--- src/rtl/radio_packer.sv ---
// Packs 1-bit I/Q sample streams into {q_word, i_word} words held in a small FIFO.
// Define RADIO_PACKER_OVF_COUNT_EN to add the saturating dropped-word counter port.
module radio_packer #(
    parameter int WIDTH = 32,
    parameter int DEPTH = 4
) (
    input  logic                       clk16,
    input  logic                       rst_n,
    input  logic                       en,
    input  logic                       data_i,
    input  logic                       data_q,
    output logic                       m_tvalid,
    input  logic                       m_tready,
    output logic [2*WIDTH-1:0]         m_tdata,
    output logic [$clog2(DEPTH):0]     level,
    output logic                       overflow
`ifdef RADIO_PACKER_OVF_COUNT_EN
    ,
    output logic [15:0]                ovf_count
`endif
);

    localparam int CW = $clog2(WIDTH);
    localparam int AW = $clog2(DEPTH);
    localparam int LW = AW + 1;
    localparam logic [CW-1:0] CNT_LAST = CW'(WIDTH - 1);
    localparam logic [LW-1:0] LEVEL_FULL = LW'(DEPTH);

    logic [CW-1:0]        cnt;
    // Only WIDTH-1 samples are stored; the final sample joins the word on its push edge.
    logic [WIDTH-2:0]     shift_i;
    logic [WIDTH-2:0]     shift_q;
    logic [2*WIDTH-1:0]   mem [DEPTH];
    logic [LW-1:0]        wr_ptr;
    logic [LW-1:0]        rd_ptr;

    logic                 push;
    logic                 pop;
    logic                 full;
    logic                 push_ok;
    logic                 drop;
    logic [2*WIDTH-1:0]   word;

    assign level    = wr_ptr - rd_ptr;
    assign full     = (level == LEVEL_FULL);
    assign m_tvalid = (level != '0);
    assign m_tdata  = mem[rd_ptr[AW-1:0]];
    assign word     = {data_q, shift_q, data_i, shift_i};

    always_comb begin
        push    = en && (cnt == CNT_LAST);
        pop     = m_tvalid && m_tready;
        // A full FIFO still takes the word when the head leaves on the same edge.
        push_ok = push && (!full || pop);
        drop    = push && full && !pop;
    end

    always_ff @(posedge clk16) begin
        if (!rst_n) begin
            cnt      <= '0;
            shift_i  <= '0;
            shift_q  <= '0;
            wr_ptr   <= '0;
            rd_ptr   <= '0;
            overflow <= 1'b0;
            for (int i = 0; i < DEPTH; i++) begin
                mem[i] <= '0;
            end
        end else begin
            if (en) begin
                shift_i <= {data_i, shift_i[WIDTH-2:1]};
                shift_q <= {data_q, shift_q[WIDTH-2:1]};
                cnt     <= cnt + 1'b1;
            end else begin
                cnt     <= '0;
            end
            if (pop) begin
                rd_ptr <= rd_ptr + 1'b1;
            end
            if (push_ok) begin
                mem[wr_ptr[AW-1:0]] <= word;
                wr_ptr              <= wr_ptr + 1'b1;
            end
            if (drop) begin
                overflow <= 1'b1;
            end
        end
    end

`ifdef RADIO_PACKER_OVF_COUNT_EN
    always_ff @(posedge clk16) begin
        if (!rst_n) begin
            ovf_count <= '0;
        end else if (drop && (ovf_count != 16'hFFFF)) begin
            ovf_count <= ovf_count + 16'd1;
        end
    end
`endif

endmodule

--- config.mk ---
export PLATFORM = sky130hd
export DESIGN_NAME = radio_packer
export DESIGN_NICKNAME = d
export VERILOG_FILES = /design/src/rtl/radio_packer.sv
export SDC_FILE = /design/constraint.sdc
export NUM_CORES = 1
export LEC_CHECK = 0
export BUFFER_PORTS_ARGS = -buffer_cell sky130_fd_sc_hd__clkbuf_2
export CAP_MARGIN = 30
export CORE_MARGIN = 4
export CORE_UTILIZATION = 24
export CTS_BUF_LIST = sky130_fd_sc_hd__clkbuf_4
export CTS_CLUSTER_SIZE = 25
export DETAILED_ROUTE_END_ITERATION = 16
export SYNTH_ARGS = -nofsm -noshare
export SYNTH_HDL_FRONTEND = slang
export SYNTH_SLANG_ARGS = --single-unit
--- constraint.sdc ---
create_clock -name clk16 -period 20.9 [get_ports clk16]
set_input_delay 4.18 -clock clk16 [delete_from_list [all_inputs] [get_ports clk16]]
set_output_delay 4.18 -clock clk16 [all_outputs]
set_load 0.02 [all_outputs]
Word-level counts from Yosys, hierarchy flattened

Memories as Yosys holds them, arrays and structs flattened. A register that Yosys moved wholly into a read port is not among the register bits.
Cells that the tools add are included.

Register bits: 74
RAM bits: 256
Input bits: 6
Output and inout port bits: 69
Logic and storage cells: 33
Memories kept: 1

Memories:

| name | words | bits a word | rd ports | clocked after Yosys merged registers in | wr ports | RTL line | text |
|---|---|---|---|---|---|---|---|
| mem  | 4     | 64          | 1        | 1                                       | 4        | 33       | `logic [2*WIDTH-1:0] mem [DEPTH];` |

$add $sub $neg: 4
Equality and inequality tests: 2
Muxes and demuxes: 9
Reductions and logical operators: 11

Operators with widths:

| cell                                        | number |
|---|---|
| two-way mux 64 bit                          | 1 |
| OR reduction 64 bit                         | 1 |
| adder 3 x 1 -> 3 bit, second input constant | 2 |
| two-way mux 2 bit                           | 3 |
| adder 5 x 1 -> 5 bit, second input constant | 1 |
| equality test 5 bit, second input constant  | 1 |
| logical AND 1 bit                           | 5 |
| two-way mux 1 bit                           | 5 |
| equality test 3 bit, second input constant  | 1 |
| nonzero test 3 bit                          | 1 |
| subtractor 3 bit                            | 1 |
| zero test 1 bit                             | 2 |
| AND reduction 2 bit                         | 1 |
| logical OR 1 bit                            | 1 |

Logic depth before layout (Yosys ltp)

Depth in word-level cells: 10
Gate-level depth with buffers: 9
Gate-level depth less buffers: 6

Worst setup path after synthesis

OpenSTA, ideal clock, no wires.

Path kind: input to register
Start: in m_tready
End: mem mem[0][0] (netlist bit) (enable)
Library setup time: 0.581 ns
Arrival: 9.475 ns
Data required time: 20.319 ns
Setup slack: 10.844 ns
Stages: 4
Path buffers: 1
Cells stage by stage: and3b_1 buf_2 a21o_1 o31ai_1

RTL lines:

| element         | RTL line | text |
|---|---|---|
| start, declared | 13       | `input logic m_tready,` |
| end, declared   | 33       |  |

Worst setup path after layout

Start: reg wr_ptr[0]
End: out m_tvalid

Longest elaborated chain between the ends: 2

Ends and longest elaborated chain:

| element                | RTL line | text |
|---|---|---|
| start, declared        | 34       | `logic [LW-1:0] wr_ptr;` |
| start signal, assigned | 82       | `wr_ptr <= wr_ptr + 1'b1;` |
| subtractor 3 bit       | 44       | `assign level = wr_ptr - rd_ptr;` |
| nonzero test 3 bit     | 46       | `assign m_tvalid = (level != '0);` |
| end, declared          | 12       | `output logic m_tvalid,` |

No other way between the ends.

==> summary.md <==
| Metric | Value |
|---|---|
| Yosys reg bits | 332 |
| Multi-input gate area | approximately 0.0046 mm² |
| Setup violators final | 0 |
| Type of the tightest min-delay check | register to register |
| Worst Reg2Reg Path Length in Cells | 7 |
| Endpoint type of the worst setup path | output pin |
| Cts bufs inserted | between 80 and 90 |
| Worst path arrival time | 3.15 ns |
| CP required | 16.72 ns |
| Count of hold buffers inserted by post-cts repair | 0 |
| I/O pins | 75 |
| Total negative slack | 0 ns |
| Synth unique cells | 37 |
| Layout Nets | approximately 1000 |
| Crit Path Max Fanout | 12 |
| Final critical path time including I/O delays and setup | between 7 and 8 ns |
| Chip Width | between 200 and 250 µm |
| Maximum number of pins on one net before global-route repair | 78 |
| Setup repair after global routing missed its margin | no |
| H-Tree Level Count | 3 |
| Clock latency reported for the late side of the worst-skew pair | a little under 0.7 ns |
| Total nets after synthesis | between 900 and 1000 |
| Die area | ~0.062 mm² |
| R2R Setup Slk | roughly 17 ns |
| Hold wc startpoint | cnt[0] |
| Height of the die | approximately 250 µm |
| Final hold violations | 0 |
| Slew margin rel. | 0.406 |
| Post-synth design cell area | roughly 0.014 mm² |
| Static leakage | 6.08 nW |
| Fmax | between 100 and 150 MHz |
| Destination of the worst hold path | cnt[0] |
| Mean Syn Cell Area | ~15 µm² |
| Worst r2r dst | mem[2][14] |
| Detailed-placement wirelength estimate | 17300 µm |
| Number of antenna violations at the first check in global routing | 2 |
| Number of buffers inserted to repair setup after CTS | 0 |
| Worst Tran Pin Value | approximately 0.89 ns |
| Number of vias in the routed layout | 7824 |
| Share of post-route cells with drive strength above 1 | 0.288 |
| Overall power consumption | 1.36 mW |
| DRT Wirelength | ~32000 µm |
| DRC marker count from the first detailed-route iteration | 473 |
| Kind of critical path | register to output pin |
| Number of buffers between clock root and the deepest sink | 3 |
| Reg2reg start | wr_ptr[0] |
| Count of warnings emitted by yosys | 0 |
| Clock slew at the register clock pins of the worst setup and hold paths | 0.07 ns |
| Part of the Yosys area used for sequential elements | 0.655 |
| Final clock period utilization by the worst path | 0.351 |
| Post-DRT Antenna Nets | 0 |
| Core region area | 0.0578 mm² |
| Worst vdd ir | between 0.00002 and 0.00003 V |
| Via count of the first global-routing pass | 8286 |
| Number of max-cap violations | 0 |
| Global routing usage summed across all routing layers | 0.101 |
| Area taken by flip-flops and latches | 0.00921 mm² |
| Post-layout instance area | approximately 0.017 mm² |
| Number of standard cells after synthesis | 907 |
| Max Clock Skew | 0.0394 ns |
| P&R area growth vs syn | 17.5% |
| Total of fill cells in the finished design | between 5000 and 6000 |
| Kind of start point of the critical path | register |
| Fraction of registers with async set/reset | 0 |
| TritonCTS clock tree | done |
| Setup slack of the critical path after layout | 13.57 ns |
| Area after detailed placement | between 0.015 and 0.02 mm² |
| Sink count of the clock tree | roughly 330 |
| Vias per cell | approximately 4.2 |
| Starting utilization of the core area | 0.243 |
| First-pass GRT wire length | just under 50000 µm |
| Pwr/cell area | approximately 82 mW/mm² |
| Weighted congestion at the end of routability-driven global placement | 0.704 |
| Placement-stage worst setup slack | between 10 and 15 ns |
| Cells on Worst Hold Path | 1 |
| Buffers added on ports | 74 |
| CTS root buffer | sky130_fd_sc_hd__clkbuf_4 |
| Gr ovfl total | 0 |
| Post-Route Hold Slack | between 0.4 and 0.5 ns |
| Number of detailed-routing iterations run before antenna repair | 4 |
| Number of slew-limit violations in the final report | 0 |
| Predominant post-synthesis flop cell | sky130_fd_sc_hd__edfxtp_1 |
| Number of gates given a new drive strength after cts | 0 |
| Number of design rule violations left after detail routing | 0 |
| EDFF count, synth | 256 |
| Wirelength per Cell | between 15 and 20 µm |
| Row Count | just under 90 |
| Status | finished clean |
-- per-layer routing --
| metal | vias to the layer above | part of all wire | global-route usage |
|---|---|---|---|
| li1 | 3648 | - | - |
| met2 | 171 | 0.47 | 0.162 |
| met4 | 2 | 0.022 | 0.0331 |
| met3 | 49 | 0.041 | 0.0237 |
| met1 | 3954 | 0.46 | 0.137 |
| met5 | - | 0.00063 | 0 |
-- flip-flops by register name, indices dropped and copies added, names as in the netlist, named ones only --
name	count
mem	256
shift_i	31
shift_q	31
cnt	5
rd_ptr	3
wr_ptr	3
overflow	1
-- area by class of cell --
class,count,share of cell area
diodes,1,0.000151
multi-input cells,504,0.279
flip-flops and latches,332,0.558
clock buffers,143,0.0650
well taps,765,0.0579
inverters,6,0.00136
clock inverters,21,0.00530
repair buffers,90,0.0336
-- worst max-delay path by stage --
| stage | slack [ns] | cells after the start | endpoint | startpoint |
|---|---|---|---|---|
| 2_1_floorplan | 10.84 | 4 | mem[0][0] | m_tready |
| 3_3_place_gp | 13.51 | 5 | mem[2][6] | en |
| 3_5_place_dp | 13.46 | 5 | mem[2][6] | en |
| 4_1_cts | 13.44 | 3 | m_tdata[28] | register |
| 5_1_grt | 13.30 | 3 | m_tdata[42] | register |
| 6_report | 13.57 | 6 | m_tvalid | wr_ptr[0] |
-- cell usage in the layout, fill, tap and decap left out, types with 2 or more instances in the layout --
cell type                    synthesis  routed
sky130_fd_sc_hd__clkinv_1            0      14
sky130_fd_sc_hd__a21oi_1             2       2
sky130_fd_sc_hd__nand2_1            12      12
sky130_fd_sc_hd__nand3_1             2       2
sky130_fd_sc_hd__o211ai_1            2       2
sky130_fd_sc_hd__and2_1            190     190
sky130_fd_sc_hd__buf_4               3      15
sky130_fd_sc_hd__clkbuf_2           15      72
sky130_fd_sc_hd__buf_16              0       3
sky130_fd_sc_hd__clkbuf_4            0     143
sky130_fd_sc_hd__dfxtp_1            76      74
sky130_fd_sc_hd__and3_1             69      69
sky130_fd_sc_hd__edfxtp_1          256     256
sky130_fd_sc_hd__nor2_1              4       4
sky130_fd_sc_hd__inv_1               6       6
sky130_fd_sc_hd__ha_1                5       5
sky130_fd_sc_hd__mux2i_1            68      68
sky130_fd_sc_hd__nor2b_1            63      63
sky130_fd_sc_hd__inv_2               0       4
sky130_fd_sc_hd__clkinvlp_4          0       2
sky130_fd_sc_hd__mux4_2             64      64
sky130_fd_sc_hd__o31ai_4             0       4
sky130_fd_sc_hd__a211oi_4            1       2
sky130_fd_sc_hd__nand2b_1            3       3
-- cell families after synthesis --
family	count (synthesis)	share of synthesized area
fa+ha+maj	6	0.00588
flops	332	0.655
mux	132	0.151
simple gates	347	0.152
xor+xnor	3	0.00303
buf+inv	71	0.0221
compound gates	16	0.0109
-- power by group --
group / internal (mW) / switching, mW / leakage [nW] / total (mW)
clock: 0.309 / 0.256 / 0.701 / 0.565
sequential: 0.733 / 0.00645 / 3.06 / 0.740
combinational: 0.0191 / 0.0370 / 2.31 / 0.0561
total: 1.06 / 0.299 / 6.08 / 1.36
-- metrics by stage --
| stage | cells | utilization |
|---|---|---|
| 6_report | 1862 | 0.286 |
| 2_1_floorplan | 907 | - |
| 5_1_grt | 1862 | 0.286 |
| 3_5_place_dp | 1697 | 0.266 |
| 3_3_place_gp | 1694 | 0.264 |
| 4_1_cts | 1861 | 0.286 |
-- critical path: stages (launching register included) --
cell and delay [ns]:
sky130_fd_sc_hd__dfxtp_1 0.53, sky130_fd_sc_hd__inv_1 0.26, sky130_fd_sc_hd__ha_1 0.27, sky130_fd_sc_hd__fa_1 0.37, sky130_fd_sc_hd__xor3_2 0.42, sky130_fd_sc_hd__or2_2 0.37
sky130_fd_sc_hd__clkbuf_2 0.25
-- cells in the mapped netlist, types with 2 or more instances --
cell type	instances	area, µm²
sky130_fd_sc_hd__clkbuf_2	15	75.1
sky130_fd_sc_hd__and3_1	69	432
sky130_fd_sc_hd__o211ai_1	2	15.0
sky130_fd_sc_hd__mux2i_1	68	681
sky130_fd_sc_hd__nand2_1	12	45.0
sky130_fd_sc_hd__buf_4	3	22.5
sky130_fd_sc_hd__o31ai_1	4	30.0
sky130_fd_sc_hd__mux4_2	64	1440
sky130_fd_sc_hd__ha_1	5	62.6
sky130_fd_sc_hd__clkbuf_1	35	131
sky130_fd_sc_hd__a21oi_1	2	10.0
sky130_fd_sc_hd__nand2b_1	3	18.8
sky130_fd_sc_hd__nor2_1	4	15.0
sky130_fd_sc_hd__and2_1	190	1190
sky130_fd_sc_hd__dfxtp_1	76	1520
sky130_fd_sc_hd__nand3_1	2	10.0
sky130_fd_sc_hd__inv_1	6	22.5
sky130_fd_sc_hd__nor2b_1	63	394
sky130_fd_sc_hd__buf_2	11	55.1
sky130_fd_sc_hd__edfxtp_1	256	7690
Power figures use the tool's default switching activity.
